**src/rtl/mem_access_unit_pkg.sv**
```systemverilog
// Shared definitions for the MEM-stage access unit.
//   DEF_INTERNAL_BITS : default datapath width
//   state_t           : access FSM encoding (IDLE / ACCESS / ERR)
//   ctl_t             : control fields latched alongside a memory request
package mem_access_unit_pkg;

  localparam int DEF_INTERNAL_BITS = 32;

  typedef enum logic [1:0] {
    S_IDLE   = 2'd0,
    S_ACCESS = 2'd1,
    S_ERR    = 2'd2
  } state_t;

  typedef struct packed {
    logic       we;   // 1 = store, 0 = load
    logic [1:0] wb;   // {reg write, mem to reg}
    logic [4:0] rd;   // destination register
  } ctl_t;

endpackage

```
**src/rtl/mem_access_unit_if.sv**
```systemverilog
// Data-memory bus between the access unit (master) and the memory (slave).
//   req/we/addr/wdata : request, held stable by the master until ack
//   ack/rdata         : completion strobe and read data from memory
interface mem_access_unit_if #(
  parameter int W = 32
);
  logic         req;
  logic         we;
  logic [W-1:0] addr;
  logic [W-1:0] wdata;
  logic         ack;
  logic [W-1:0] rdata;

  modport master (output req, we, addr, wdata, input  ack, rdata);
  modport slave  (input  req, we, addr, wdata, output ack, rdata);
endinterface

```
**src/rtl/mem_access_unit.sv**
```systemverilog
// MEM pipeline stage: issues word-aligned loads/stores to data memory, stalls
// the upstream pipe while waiting for ack, times out into a sticky error state,
// and presents registered MEM/WB fields.
// Ports:
//   clk, rst            : clock, async active-high reset
//   valid_in .. reg_dst_in : EX/MEM pipeline register fields
//   dm                  : data-memory bus (master side)
//   stall               : freeze EX/MEM and earlier stages
//   branch_taken/target : branch resolution (combinational)
//   valid_out .. reg_dst_out : MEM/WB fields (registered)
//   misalign_err        : one-cycle pulse on misaligned access
//   bus_err             : sticky, set on ack timeout
module mem_access_unit
  import mem_access_unit_pkg::*;
#(
  parameter int INTERNAL_BITS = DEF_INTERNAL_BITS,
  parameter int TIMEOUT       = 16    // 2..255
) (
  input  logic                     clk,
  input  logic                     rst,
  input  logic                     valid_in,
  input  logic [1:0]               wb_in,
  input  logic [2:0]               m_in,
  input  logic [INTERNAL_BITS-1:0] alu_result_in,
  input  logic [INTERNAL_BITS-1:0] alu_src2_in,
  input  logic                     alu_zero_in,
  input  logic [INTERNAL_BITS-1:0] pc_in,
  input  logic [4:0]               reg_dst_in,
  mem_access_unit_if.master        dm,
  output logic                     stall,
  output logic                     branch_taken,
  output logic [INTERNAL_BITS-1:0] branch_target,
  output logic                     valid_out,
  output logic [1:0]               wb_out,
  output logic [INTERNAL_BITS-1:0] mem_rdata_out,
  output logic [INTERNAL_BITS-1:0] alu_result_out,
  output logic [4:0]               reg_dst_out,
  output logic                     misalign_err,
  output logic                     bus_err
);

  state_t                   state, state_nxt;
  logic [7:0]               wait_cnt;
  logic [INTERNAL_BITS-1:0] cap_addr, cap_wdata;
  ctl_t                     cap_ctl;
  logic                     req_c, stall_c;

  // mem read + mem write together is a store; only the write bit matters
  wire is_acc  = valid_in & (m_in[1] | m_in[0]);
  wire aligned = (alu_result_in[1:0] == 2'b00);
  wire go      = is_acc & aligned;
  wire mis     = is_acc & ~aligned;
  wire timeout = (wait_cnt == 8'(TIMEOUT - 1));

  // state register
  always_ff @(posedge clk or posedge rst)
    if (rst) state <= S_IDLE;
    else     state <= state_nxt;

  // next state; ERR is left only through reset
  always_comb begin
    state_nxt = state;
    case (state)
      S_IDLE:   if (go) state_nxt = S_ACCESS;
      S_ACCESS: if (dm.ack)       state_nxt = S_IDLE;
                else if (timeout) state_nxt = S_ERR;
      S_ERR:    state_nxt = S_ERR;
      default:  state_nxt = S_IDLE;
    endcase
  end

  // FSM outputs; the ack cycle itself releases the stall so EX/MEM advances
  always_comb begin
    req_c   = 1'b0;
    stall_c = 1'b0;
    case (state)
      S_IDLE:   stall_c = go;
      S_ACCESS: begin req_c = 1'b1; stall_c = ~dm.ack; end
      S_ERR:    stall_c = 1'b1;
      default:  ;
    endcase
  end

  // combinational outputs are masked by rst so they read 0 during reset
  assign dm.req        = req_c & ~rst;
  assign dm.we         = cap_ctl.we;
  assign dm.addr       = cap_addr;
  assign dm.wdata      = cap_wdata;
  assign stall         = stall_c & ~rst;
  assign branch_taken  = valid_in & m_in[2] & alu_zero_in & ~stall & ~rst;
  assign branch_target = rst ? '0 : pc_in;

  // capture registers, wait counter, MEM/WB outputs, error flags
  always_ff @(posedge clk or posedge rst) begin
    if (rst) begin
      wait_cnt       <= '0;
      cap_addr       <= '0;
      cap_wdata      <= '0;
      cap_ctl        <= '0;
      valid_out      <= 1'b0;
      wb_out         <= '0;
      mem_rdata_out  <= '0;
      alu_result_out <= '0;
      reg_dst_out    <= '0;
      misalign_err   <= 1'b0;
      bus_err        <= 1'b0;
    end else begin
      // default: bubble; remaining MEM/WB fields hold
      valid_out    <= 1'b0;
      misalign_err <= 1'b0;
      case (state)
        S_IDLE: begin
          wait_cnt <= '0;   // every ACCESS entry starts from zero
          if (go) begin
            cap_addr   <= alu_result_in;
            cap_wdata  <= alu_src2_in;
            cap_ctl.we <= m_in[0];
            cap_ctl.wb <= wb_in;
            cap_ctl.rd <= reg_dst_in;
          end else if (valid_in) begin
            // non-access or misaligned: pass straight through, no memory op
            valid_out      <= 1'b1;
            wb_out         <= mis ? {1'b0, wb_in[0]} : wb_in;
            alu_result_out <= alu_result_in;
            reg_dst_out    <= reg_dst_in;
            mem_rdata_out  <= '0;
            misalign_err   <= mis;
          end
        end
        S_ACCESS: begin
          if (dm.ack) begin
            valid_out      <= 1'b1;
            wb_out         <= cap_ctl.wb;
            alu_result_out <= cap_addr;
            reg_dst_out    <= cap_ctl.rd;
            mem_rdata_out  <= cap_ctl.we ? '0 : dm.rdata;
          end else if (timeout) begin
            bus_err <= 1'b1;
          end else begin
            wait_cnt <= wait_cnt + 8'd1;
          end
        end
        S_ERR:   bus_err <= 1'b1;
        default: ;
      endcase
    end
  end

endmodule

```
**src/flat_wrapper.sv**
```systemverilog
// flat-port wrapper written by rule: the top's interface ports become plain ports
module mem_access_unit_flat import mem_access_unit_pkg::*;
#(
  parameter int INTERNAL_BITS = DEF_INTERNAL_BITS,
  parameter int TIMEOUT       = 16             
)
  (clk, rst, valid_in, wb_in, m_in, alu_result_in, alu_src2_in, alu_zero_in, pc_in, reg_dst_in, stall, branch_taken, branch_target, valid_out, wb_out, mem_rdata_out, alu_result_out, reg_dst_out, misalign_err, bus_err, dm_req, dm_we, dm_addr, dm_wdata, dm_ack, dm_rdata);
  mem_access_unit_if #(.W(32)) dm_i ();
  input  logic clk;
  input  logic rst;
  input  logic valid_in;
  input  logic [1:0] wb_in;
  input  logic [2:0] m_in;
  input  logic [INTERNAL_BITS-1:0] alu_result_in;
  input  logic [INTERNAL_BITS-1:0] alu_src2_in;
  input  logic alu_zero_in;
  input  logic [INTERNAL_BITS-1:0] pc_in;
  input  logic [4:0] reg_dst_in;
  output logic stall;
  output logic branch_taken;
  output logic [INTERNAL_BITS-1:0] branch_target;
  output logic valid_out;
  output logic [1:0] wb_out;
  output logic [INTERNAL_BITS-1:0] mem_rdata_out;
  output logic [INTERNAL_BITS-1:0] alu_result_out;
  output logic [4:0] reg_dst_out;
  output logic misalign_err;
  output logic bus_err;
  output wire logic [$bits(dm_i.req)-1:0] dm_req;
  output wire logic [$bits(dm_i.we)-1:0] dm_we;
  output wire logic [$bits(dm_i.addr)-1:0] dm_addr;
  output wire logic [$bits(dm_i.wdata)-1:0] dm_wdata;
  input wire logic [$bits(dm_i.ack)-1:0] dm_ack;
  input wire logic [$bits(dm_i.rdata)-1:0] dm_rdata;
  assign dm_req = dm_i.req;
  assign dm_we = dm_i.we;
  assign dm_addr = dm_i.addr;
  assign dm_wdata = dm_i.wdata;
  assign dm_i.ack = dm_ack;
  assign dm_i.rdata = dm_rdata;
  mem_access_unit #(.INTERNAL_BITS(INTERNAL_BITS), .TIMEOUT(TIMEOUT)) u_core (.clk(clk), .rst(rst), .valid_in(valid_in), .wb_in(wb_in), .m_in(m_in), .alu_result_in(alu_result_in), .alu_src2_in(alu_src2_in), .alu_zero_in(alu_zero_in), .pc_in(pc_in), .reg_dst_in(reg_dst_in), .dm(dm_i), .stall(stall), .branch_taken(branch_taken), .branch_target(branch_target), .valid_out(valid_out), .wb_out(wb_out), .mem_rdata_out(mem_rdata_out), .alu_result_out(alu_result_out), .reg_dst_out(reg_dst_out), .misalign_err(misalign_err), .bus_err(bus_err));
endmodule
```
**config.mk**
```make
export PLATFORM = sky130hd
export DESIGN_NAME = mem_access_unit_flat
export DESIGN_NICKNAME = d
export VERILOG_FILES = /design/src/rtl/mem_access_unit_pkg.sv /design/src/rtl/mem_access_unit_if.sv /design/src/rtl/mem_access_unit.sv /design/src/flat_wrapper.sv
export SDC_FILE = /design/constraint.sdc
export NUM_CORES = 1
export LEC_CHECK = 0
export BUFFER_PORTS_ARGS = -buffer_cell sky130_fd_sc_hd__clkbuf_2
export CAP_MARGIN = 20
export CELL_PAD_IN_SITES_DETAIL_PLACEMENT = 1
export CELL_PAD_IN_SITES_GLOBAL_PLACEMENT = 1
export CORE_UTILIZATION = 39
export CTS_CLUSTER_SIZE = 10
export DETAILED_ROUTE_END_ITERATION = 6
export PLACE_DENSITY = 0.88
export SYNTH_ARGS = -nofsm -noshare
export SYNTH_HDL_FRONTEND = slang
export SYNTH_SLANG_ARGS = --single-unit
```
**constraint.sdc**
```tcl
create_clock -name clk -period 18.2 [get_ports clk]
set_clock_uncertainty 0.15 [all_clocks]
set_input_delay 3.64 -clock clk [delete_from_list [all_inputs] [get_ports clk]]
set_output_delay 3.64 -clock clk [all_outputs]
set_load 0.1 [all_outputs]
```
---- After elaboration in Yosys (flattened, before gate mapping) ----
Cells that the tools add are included.
Widths: inputs -> output; s select.
operators by class
  eq/ne operators ......................... 11
  bitwise operators ....................... 14
  multiplexer cells ....................... 38
  add/sub/neg operators ................... 1
  reduce and logical (&&, ||, !) cells .... 9
operators by type and width
  cell                 number
  $mux 32              8
  $pmux 32 s2          2
  $mux 8               2
  $pmux 8 s2           1
  $mux 5               3
  $mux 2               7
  $ne 2x2->1 const B   5
  $pmux 5 s2           1
  $and 1x1->1          9
  $mux 1               9
  $add 8x1->8 const B  1
  $eq 8x4->1 const B   1
  $pmux 2 s3           1
  $reduce_and 3->1     2
  $logic_not 2->1      2
  $ne 2x1->1 const B   2
  $not 1->1            4
  $pmux 1 s2           2
  $pmux 2 s2           1
  $reduce_and 2->1     2
  $reduce_and 4->1     1
  $reduce_bool 2->1    2
  $ne 3x2->1 const B   1
  $pmux 1 s3           1
  3 further kinds      3
word-level totals
  output and inout port bits .............. 174
  flip-flop bits (word level) ............. 156
  logic and storage cells ................. 87
  input port bits ......................... 143

---- Depth between registers and ports, before layout ----
Gate-level depths: netlist of run 1.
  depth in word-level cells ............... 8
  mapped depth ............................ 7
  gate-level depth less buffers ........... 5

---- Least setup slack after synthesis of run 1 ----
No wires, ideal clock.
  path kind ............................... input to output
  start ................................... input port rst
  end ..................................... output port stall
  slack ................................... 6.485 ns
  buffers on the path ..................... 0
  arrival time ............................ 7.925 ns
  stages .................................. 2
  required time ........................... 14.410 ns
  cell sequence ........................... inv_1 -> and2_1
on the way
  longest elaborated chain between the ends .. 2
RTL lines
  element             line                   source
  start: declaration  flat_wrapper.sv:10     input logic rst;
  $not 1->1           mem_access_unit.sv:89  assign stall = stall_c & ~rst;
  $and 1x1->1         mem_access_unit.sv:89
  end: declaration    flat_wrapper.sv:19     output logic stall;
No other way between the ends.

---- Worst setup path in the final report of run 1 ----
  start ................................... input port m_in[0]
  end ..................................... output port branch_taken
on the way
  longest elaborated chain between the ends .. 8
RTL lines
  element                   line                   source
  start: declaration        flat_wrapper.sv:13     input logic [2:0] m_in;
  $or 1x1->1                mem_access_unit.sv:49  wire is_acc = valid_in & (m_in[1] | m_in[0]);
  $and 1x1->1               mem_access_unit.sv:49
  $and 1x1->1               mem_access_unit.sv:51  wire go = is_acc & aligned;
  $pmux 1 s3                mem_access_unit.sv:76  case (state)
  $and 1x1->1               mem_access_unit.sv:89
  $not 1->1                 mem_access_unit.sv:90  assign branch_taken = valid_in & m_in[2] & alu_zero_in & ~stall & ~rst;
  $and 1x1->1 (2 in a row)  mem_access_unit.sv:90
  end: declaration          flat_wrapper.sv:20     output logic branch_taken;
No other way between the ends.

==> results.ini, run 1 <==
[setup_path]
startpoint=m_in[0]
path_max_fanout=74
cp.buffers_inverters=3
crit_required_ps=14410
arrival_ps=5780
cp-start-kind=input pin
critical-path-top-delay-family=buffers and inverters
slowest_stage=buf_4
path_class=in2out
critical_path.endpoint_type=primary output
r2r-start=u_core.state[1]
r2r_cells=4
path_cells=clkbuf_2 > nor2_1 > nand4b_1 > buf_4 > a22oi_1 > nor4_1 > clkbuf_2
r2r-end=u_core.alu_result_out[31]
crit_path_max_incr_delay_ps=760
crit_end=branch_taken
path_common_cell=clkbuf_2
r2r_setup_slack_ps=15660
path_depth=7

[timing]
max_freq_ghz=0.104
rsz0062_at_grt=no
drv_slew=0
hold_viol=0
min_period_ps=9570
worstMarginPinSlew_ps=1000
setup_tns_ps=0
final-setup-viol-count=0
hold_ws_ps=338
postLayoutSetupSlackWorst_ps=8630
post-route-period-util=0.526
relSlewSlack=0.331

[clock_network]
post_cts_buffers=0
worstSkewPairLatency_ps=420
clk_pin_slew_ps=60
cts-root-buf=clkbuf_16
cts_tree=yes
cts_made_buffers=17
cts_hold_buffers=0
cts.sinks=156
htreeDepth=4
post_cts_resized=0
ctsLongestPathBuffers=2

[place]
dpl.hpwl_um=13900
place_congestion=0.745
portBuffers=316
pre_cts_ws_ps=8580
place_inst=1051

[power_and_ir_drop]
vdd_drop_max_v=0.000107
p_leak_nw=4.67
power_density_nw_per_um2=162
power_mw=1.50

[final_layout]
fill_cells=1941
area_growth_pct=33.4
diodes=0
layout-drive-gt1-share=0.462
final_nets=989
final-instance-count-excl-fill=1083

[grt]
antenna_found_initial=0
grt_pass1_wl_um=29300
grt_use_total=0.209
grt_pass1_vias=5666
grt_max_degree=83
grt.overflow.total=0

[floorplan]
coreArea_um2=17400
die_width_um=135
die_h_um=135
fp.dieArea_um2=18300
initial_core_util=0.400
rows=48
io-pin-count=317

[route]
antenna_left=0
avgViaCountPerCell=4.87
wirelength_um=18700
wl_per_cell_um=17.3
drtPass1Iterations=4
vias=5269
drt-initial-drc-count=159
drc=0

[logic_synthesis]
ys_seq_area_frac=0.562
synth_nets=679
netlist_instances=535
yosys_warnings=0
ys_types=40
syn_avg_cell_area_um2=13.0
synth_area_um2=6940
synth-seq-cells=156

[hold_path]
hp-start=u_core.cap_ctl[4]
worstHoldPathType=reg2reg

[status]
status=finished, final reports clean

[job]
drv_cap=0

## placed cells by master, fill, tap and decap left out, drive strengths merged, types with 6 or more instances in the layout
cell type and count:
buf 6, clkbuf 334, clkinv 6, dfrtp 156, inv 40, mux2 147
mux2i 34, nand2 45, nor2 9, nor2b 33
## power breakdown
| part | total, mW | switching [mW] | internal, mW |
|---|---|---|---|
| Sequential | 0.455 | 0.0411 | 0.414 |
| Clock | 0.345 | 0.143 | 0.202 |
| Combinational | 0.697 | 0.589 | 0.108 |
## stage by stage
step / instance area, um2 / utilization
detailed placement: 8690 / 0.501
global route: 9260 / 0.534
floorplan: 6940 / -
global placement: 8690 / 0.501
CTS: 9260 / 0.534
finish: 9260 / 0.534
## Yosys cell counts
| library cell | instances | area [um2] |
|---|---|---|
| buf_4 | 1 | 7.51 |
| mux2_2 | 36 | 405 |
| or2_1 | 1 | 6.26 |
| nor3_1 | 2 | 10.0 |
| o211ai_1 | 2 | 15.0 |
| a211o_1 | 2 | 17.5 |
| a22oi_1 | 1 | 7.51 |
| ha_1 | 1 | 12.5 |
| o21ai_1 | 3 | 15.0 |
| o21ai_0 | 1 | 5.00 |
| buf_6 | 5 | 56.3 |
| o22ai_1 | 1 | 6.26 |
| a21o_1 | 1 | 7.51 |
| buf_2 | 19 | 95.1 |
| nor2b_1 | 33 | 206 |
| nand3_1 | 1 | 5.00 |
| a221o_1 | 1 | 10.0 |
| nand2b_1 | 1 | 6.26 |
| a31o_1 | 1 | 8.76 |
| inv_2 | 1 | 3.75 |
| o31ai_1 | 1 | 7.51 |
| nand4b_1 | 2 | 17.5 |
| buf_1 | 1 | 3.75 |
| o311ai_1 | 2 | 17.5 |
| nor4_1 | 4 | 25.0 |
| a21oi_1 | 5 | 25.0 |
| and4b_4 | 1 | 13.8 |
| a22o_1 | 2 | 17.5 |
| o41ai_2 | 1 | 16.3 |
| dfrtp_1 | 156 | 3900 |
| nand2_1 | 45 | 169 |
| clkbuf_1 | 5 | 18.8 |
| mux2i_1 | 34 | 340 |
| and2_1 | 3 | 18.8 |
| or2_0 | 1 | 6.26 |
| inv_1 | 36 | 135 |
| nor4b_1 | 1 | 8.76 |
| o221ai_1 | 1 | 8.76 |
| nor2_1 | 9 | 33.8 |
| mux2_1 | 111 | 1250 |
## layer usage
metal / part of all wire / GRT usage / up-vias / wire length, um
met3: 0.070 / 0.0602 / 33 / 1310
met2: 0.54 / 0.383 / 199 / 10000
met5: 0 / 0 / - / 0
li1: - / - / 2439 / -
met4: 0.023 / 0.0849 / 0 / 429
met1: 0.37 / 0.225 / 2598 / 6950
## final cells by class
cell class              count  area [um2]  share of cell area
inverters                  37         144              0.0155
clock inverters            14         143              0.0154
repair buffers            322        1630               0.176
multi-input cells         311        2740               0.295
clock buffers              18         429              0.0463
well taps                 225         282              0.0304
flip-flops and latches    156        3900               0.421
## registers in the layout (all words and copies together), names as in the netlist
register	flops
u_core.alu_result_out	32
u_core.dm.addr	32
u_core.dm.wdata	32
u_core.mem_rdata_out	32
u_core.wait_cnt	8
u_core.cap_ctl	7
u_core.reg_dst_out	5
u_core.state	2
u_core.wb_out	2
u_core.bus_err	1
u_core.dm.we	1
u_core.misalign_err	1
u_core.valid_out	1
## worst register-to-register path, delay by kind of cell, from the launching register on
kind | cells | cell delay (ps)
and+or+nand+nor | 1 | 230
muxes | 2 | 710
DFF | 1 | 770
buffers and inverters | 1 | 550
## logic make-up after synthesis
logic type	after synthesis	synth area share
compound gates	25	0.0267
fa+ha+maj	1	0.00180
buf+inv	68	0.0461
simple gates	104	0.0759
mux	181	0.287
flops	156	0.562
## how the worst min path moves through the flow
stage	to	depth (start not counted)
2_1_floorplan	u_core.cap_ctl[0]	1
3_5_place_dp	u_core.bus_err	1
4_1_cts	u_core.cap_ctl[3]	1
3_3_place_gp	u_core.bus_err	1
5_1_grt	u_core.cap_ctl[3]	1
6_report	u_core.cap_ctl[4]	1
No activity file was read; power rests on OpenSTA's default activity.
==> run 2, diff against run 1 <==
--- a/config.mk
+++ b/config.mk
@@ -9,10 +9,10 @@
 export CAP_MARGIN = 20
 export CELL_PAD_IN_SITES_DETAIL_PLACEMENT = 1
 export CELL_PAD_IN_SITES_GLOBAL_PLACEMENT = 1
-export CORE_UTILIZATION = 39
+export CORE_UTILIZATION = 36
 export CTS_CLUSTER_SIZE = 10
 export DETAILED_ROUTE_END_ITERATION = 6
-export PLACE_DENSITY = 0.88
+export PLACE_DENSITY = 0.82
 export SYNTH_ARGS = -nofsm -noshare
 export SYNTH_HDL_FRONTEND = slang
 export SYNTH_SLANG_ARGS = --single-unit
==> constraint.sdc (replaced) <==
create_clock -name clk -period 10 [get_ports clk]
set_clock_uncertainty 0.15 [all_clocks]
set_input_delay 2 -clock clk [delete_from_list [all_inputs] [get_ports clk]]
set_output_delay 2 -clock clk [all_outputs]
set_load 0.1 [all_outputs]
==> results.ini, run 2 (same netlist as run 1, synthesis figures left out) <==
[setup_path]
path_class=in2out
cp.buffers_inverters=3  ; unchanged
path_common_cell=clkbuf_2
critical_path.endpoint_type=primary output
path_max_fanout=83  ; +12%
arrival_ps=3770  ; -2010 ps
r2r_setup_slack_ps=7120  ; -8540 ps
cp-start-kind=input pin
slowest_stage=inv_6
crit_required_ps=7850  ; -6560 ps
critical-path-top-delay-family=buffers and inverters
crit_path_max_incr_delay_ps=690  ; -70 ps
path_cells=clkbuf_2 > inv_6 > and2_1 > clkbuf_2

[route]
wirelength_um=18800  ; +0.43%
wl_met2_um=9980  ; -0.43%
drc=0  ; unchanged
drtPass1Iterations=4  ; unchanged
vias=5271  ; +0.038%
highest_layer=met4
antenna_left=0  ; unchanged
wl_met1_um=7060  ; +1.6%
wl_met3_um=1340  ; +2.4%
wl_per_cell_um=16.8  ; -2.7%
avgViaCountPerCell=4.71  ; -3.1%
drt-initial-drc-count=117  ; -26%

[timing]
max_freq_ghz=0.169
drv_slew=0  ; unchanged
postLayoutSetupSlackWorst_ps=4080  ; -4550 ps
hold_ws_ps=340  ; +2.06 ps
relSlewSlack=0.364  ; +0.0336
rsz0062_at_grt=no
worstMarginPinSlew_ps=953  ; -50.3 ps
min_period_ps=5920
final-setup-viol-count=0  ; unchanged
setup_tns_ps=0  ; unchanged
post-route-period-util=0.592
hold_viol=0  ; unchanged

[floorplan]
fp.dieArea_um2=19800  ; +8.2%
die_width_um=141  ; +4.0%
initial_core_util=0.369  ; -0.0313
rows=50  ; +4.2%
io-pin-count=317  ; unchanged
die_h_um=141  ; +4.0%
coreArea_um2=18800  ; +8.5%

[clock_network]
cts_made_buffers=17  ; unchanged
clk_pin_slew_ps=60  ; about the same
cts_tree=yes
post_cts_resized=0  ; unchanged
cts_hold_buffers=0  ; unchanged
post_cts_buffers=0  ; unchanged
worstSkewPairLatency_ps=410  ; about the same
cts.sinks=156  ; unchanged
cts-root-buf=clkbuf_16
htreeDepth=4  ; unchanged
ctsLongestPathBuffers=2  ; unchanged

[final_layout]
fill_cells=2110  ; +8.7%
area_growth_pct=34.0
layout-drive-gt1-share=0.463  ; +0.00117
final_nets=990  ; +0.10%
diodes=0  ; unchanged
multi_input_area_um2=2740  ; unchanged
mostFrequentLayoutCell=clkbuf_2
seqCellArea_um2=3900  ; unchanged
final_cell_mix=clkbuf_2 (316), dfrtp_1 (156), mux2_1 (111)

[place]
dpl.hpwl_um=14100  ; +1.2%
portBuffers=316  ; unchanged
place_congestion=0.733  ; -1.6%
pre_cts_ws_ps=3980  ; -4600 ps

[grt]
grt_pass1_vias=5669  ; +0.053%
grt_pass1_wl_um=30000  ; +2.6%
antenna_found_initial=0  ; unchanged
grt_use_total=0.197  ; -0.0126
grt_max_degree=84  ; +1.2%
grt.overflow.total=0  ; unchanged

[power_and_ir_drop]
vdd_drop_max_v=0.000138  ; +29%
power_density_nw_per_um2=292  ; +81%
p_leak_nw=4.66  ; -0.14%

[status]
status=finished, final reports clean

[hold_path]
worstHoldPathType=reg2reg

[job]
drv_cap=0  ; unchanged

[run 2: routing by layer]
metal,global-route usage,vias to the layer above
li1,-,2439
met4,0.0732,0
met3,0.0622,28
met5,0,-
met1,0.211,2588
met2,0.360,216
[run 2: layout make-up]
type,instances,area share
clock inverter,14,0.0147
tap,260,0.0350
multi-input combinational,311,0.294
inverter,37,0.0155
sequential,156,0.420
timing repair buffer,323,0.176
clock buffer,17,0.0457
[run 2: worst paths after layout]
check	from	to	cells past startpoint
worst max-delay path	rst	stall	4
worst min-delay path	u_core.cap_ctl[0]	u_core.cap_ctl[0]	1
worst max register to register	u_core.state[0]	u_core.wb_out[1]	6
worst min register to register	u_core.cap_ctl[0]	u_core.cap_ctl[0]	1
max in group asynchronous	rst	u_core.alu_result_out[26]	3
min in group asynchronous	rst	u_core.alu_result_out[2]	2
[run 2: worst reg2reg max path, stage by stage (launching register included)]
cell,delay (ps)
dfrtp_1,580
inv_2,190
o311ai_1,160
a21oi_4,150
buf_4,460
buf_4,640
mux2_2,430
[run 2: metrics by stage]
step / util / total power [mW] / area [um2] / std cells
finish: 0.494 / 2.72 / 9310 / 1118
global route: 0.494 / 2.82 / 9310 / 1118
CTS: 0.494 / 2.75 / 9310 / 1118
detailed placement: 0.464 / 2.12 / 8740 / 1087
global placement: 0.464 / 2.10 / 8740 / 1087
floorplan: - / 1.89 / 6940 / 535
[run 2: where the power goes]
part / total [mW] / internal [mW] / switching, mW / leakage (nW)
clock network: 0.620 / 0.347 / 0.273 / 0.266
logic: 1.27 / 0.197 / 1.07 / 2.46
registers: 0.825 / 0.753 / 0.0724 / 1.94
total: 2.72 / 1.30 / 1.42 / 4.66
==> run 3, diff against run 2 <==
==> constraint.sdc (replaced) <==
create_clock -name clk -period 6 [get_ports clk]
set_clock_uncertainty 0.15 [all_clocks]
set_input_delay 1.2 -clock clk [delete_from_list [all_inputs] [get_ports clk]]
set_output_delay 1.2 -clock clk [all_outputs]
set_load 0.1 [all_outputs]
==> results.ini, run 3 (same netlist as run 1, synthesis figures left out) <==
[timing]
relSlewSlack=0.333  ; -0.0319
drv_slew=0  ; unchanged
worstMarginPinSlew_ps=1000  ; +47.8 ps
setup_tns_ps=0  ; unchanged
max_freq_ghz=0.254
post-route-period-util=0.655
rsz0062_at_grt=no
hold_viol=0  ; unchanged
min_period_ps=3930
final-setup-viol-count=0  ; unchanged

[power_and_ir_drop]
p_leak_nw=4.69  ; +0.53%
p_sw_mw=2.36  ; +66%
power_density_nw_per_um2=493  ; +69%
internal_power_mw=2.25  ; +74%
p_comb_frac=0.460  ; -0.008
vdd_drop_max_v=0.000196  ; +41%
switching_share=0.511  ; -0.0112
clockPowerShare=0.242  ; +0.014
p_seq_frac=0.298  ; -0.006

[clock_network]
worstSkewPairLatency_ps=420  ; about the same
post_cts_buffers=0  ; unchanged
ctsLongestPathBuffers=2  ; unchanged
cts_hold_buffers=0  ; unchanged
cts_made_buffers=17  ; unchanged
cts_tree=yes
post_cts_resized=0  ; unchanged
cts.sinks=156  ; unchanged
cts-root-buf=clkbuf_16
clk_pin_slew_ps=60  ; about the same
htreeDepth=4  ; unchanged

[route]
drt-initial-drc-count=111  ; -5.1%
drtPass1Iterations=4  ; unchanged
antenna_left=0  ; unchanged
avgViaCountPerCell=4.71  ; -0.17%
wirelength_um=19100  ; +1.6%
drc=0  ; unchanged
vias=5267  ; -0.076%
wl_per_cell_um=17.1  ; +1.5%

[status]
status=finished, final reports clean

[setup_path]
path_max_fanout=35  ; -58%
crit_end=stall
r2r_cells=5  ; -1
arrival_ps=2580  ; -1190 ps
cp-start-kind=input pin
critical_path.endpoint_type=primary output
startpoint=rst
r2r-end=u_core.dm.addr[11]
r2r-start=u_core.state[1]
r2r_setup_slack_ps=3240  ; -3880 ps
path_class=in2out
crit_required_ps=4650  ; -3200 ps

[floorplan]
die_h_um=141  ; unchanged
io-pin-count=317  ; unchanged
coreArea_um2=18800  ; unchanged
rows=50  ; unchanged
fp.dieArea_um2=19800  ; unchanged
die_width_um=141  ; unchanged
initial_core_util=0.369  ; unchanged

[grt]
grt_max_degree=80  ; -4.8%
grt_pass1_wl_um=31000  ; +3.1%
grt_pass1_vias=5806  ; +2.4%
grt.overflow.total=0  ; unchanged
grt_use_total=0.204  ; +0.00720
antenna_found_initial=0  ; unchanged

[final_layout]
final_cell_mix=clkbuf_2 (316), dfrtp_1 (156), mux2_1 (111)
multi_input_area_um2=2740  ; unchanged
fill_cells=2073  ; -1.8%
diodes=0  ; unchanged
final_nets=991  ; +0.10%
design_area_um2=9360  ; +0.54%
area_growth_pct=34.7
mostFrequentLayoutCell=clkbuf_2
seqCellArea_um2=3900  ; unchanged
layout-drive-gt1-share=0.462  ; -0.000539

[place]
place_congestion=0.760  ; +3.6%
portBuffers=316  ; unchanged
dpl.hpwl_um=14100  ; +0.33%
place_area_um2=8750  ; about the same

[job]
drv_cap=0  ; unchanged

[hold_path]
worstHoldPathType=reg2reg

## run 3: cell count changes in the layout (fill, tap and decap cells not counted), sizes merged
cell	before	now
clkbuf	333	335
inv	42	39
clkinvlp	4	3
buf	7	8
bufinv	1	3
## run 3: per-stage QoR
step                      hold WS (ps)  utilization  std cells  setup slack [ps]  power, mW
after floorplan                    307            -        535              79.3       3.14
after global placement             302        0.465       1088              2070       3.49
after detailed placement           307        0.465       1088              2030       3.53
after CTS                          324        0.497       1119              2040       4.66
after global routing               361        0.497       1119              1930       4.78
final                              318        0.497       1119              2070       4.61
## run 3: worst min path at each step
stage / slack, ps / end / cells past startpoint / from
after global placement: 300 / u_core.bus_err / 1 / u_core.bus_err
after floorplan: 310 / u_core.cap_ctl[0] / 1 / u_core.cap_ctl[0]
after detailed placement: 310 / u_core.bus_err / 1 / u_core.bus_err
after CTS: 320 / u_core.bus_err / 1 / u_core.bus_err
after global routing: 360 / u_core.dm.wdata[21] / 1 / u_core.dm.wdata[21]
final: 320 / u_core.bus_err / 1 / u_core.bus_err
## run 3: power by group through the flow
stage	registers, mW	logic, mW	clock network [mW]
after global routing	1.41	2.19	1.18
after CTS	1.38	2.14	1.14
final	1.37	2.12	1.11
after global placement	1.38	2.11	0
after detailed placement	1.39	2.14	0
after floorplan	2.78	0.367	0
## run 3: layout make-up
class                           instances  share of cell area
Multi-Input combinational cell        311               0.292
Timing Repair Buffer                  324               0.175
Inverter                               37              0.0152
Sequential cell                       156               0.417
Clock buffer                           19              0.0473
Tap cell                              260              0.0348
Clock inverter                         12              0.0174
## run 3: metal layers
metal / share of wire / track usage / up-vias
met4: 0.014 / 0.0618 / 0
li1: - / - / 2435
met3: 0.067 / 0.0625 / 25
met2: 0.53 / 0.380 / 206
met5: 0 / 0 / -
met1: 0.39 / 0.220 / 2601
## run 3: worst max-delay path, cell delays in order
cell and delay, ps:
clkbuf_2 520, clkinvlp_4 300, and2_1 190, clkbuf_2 370
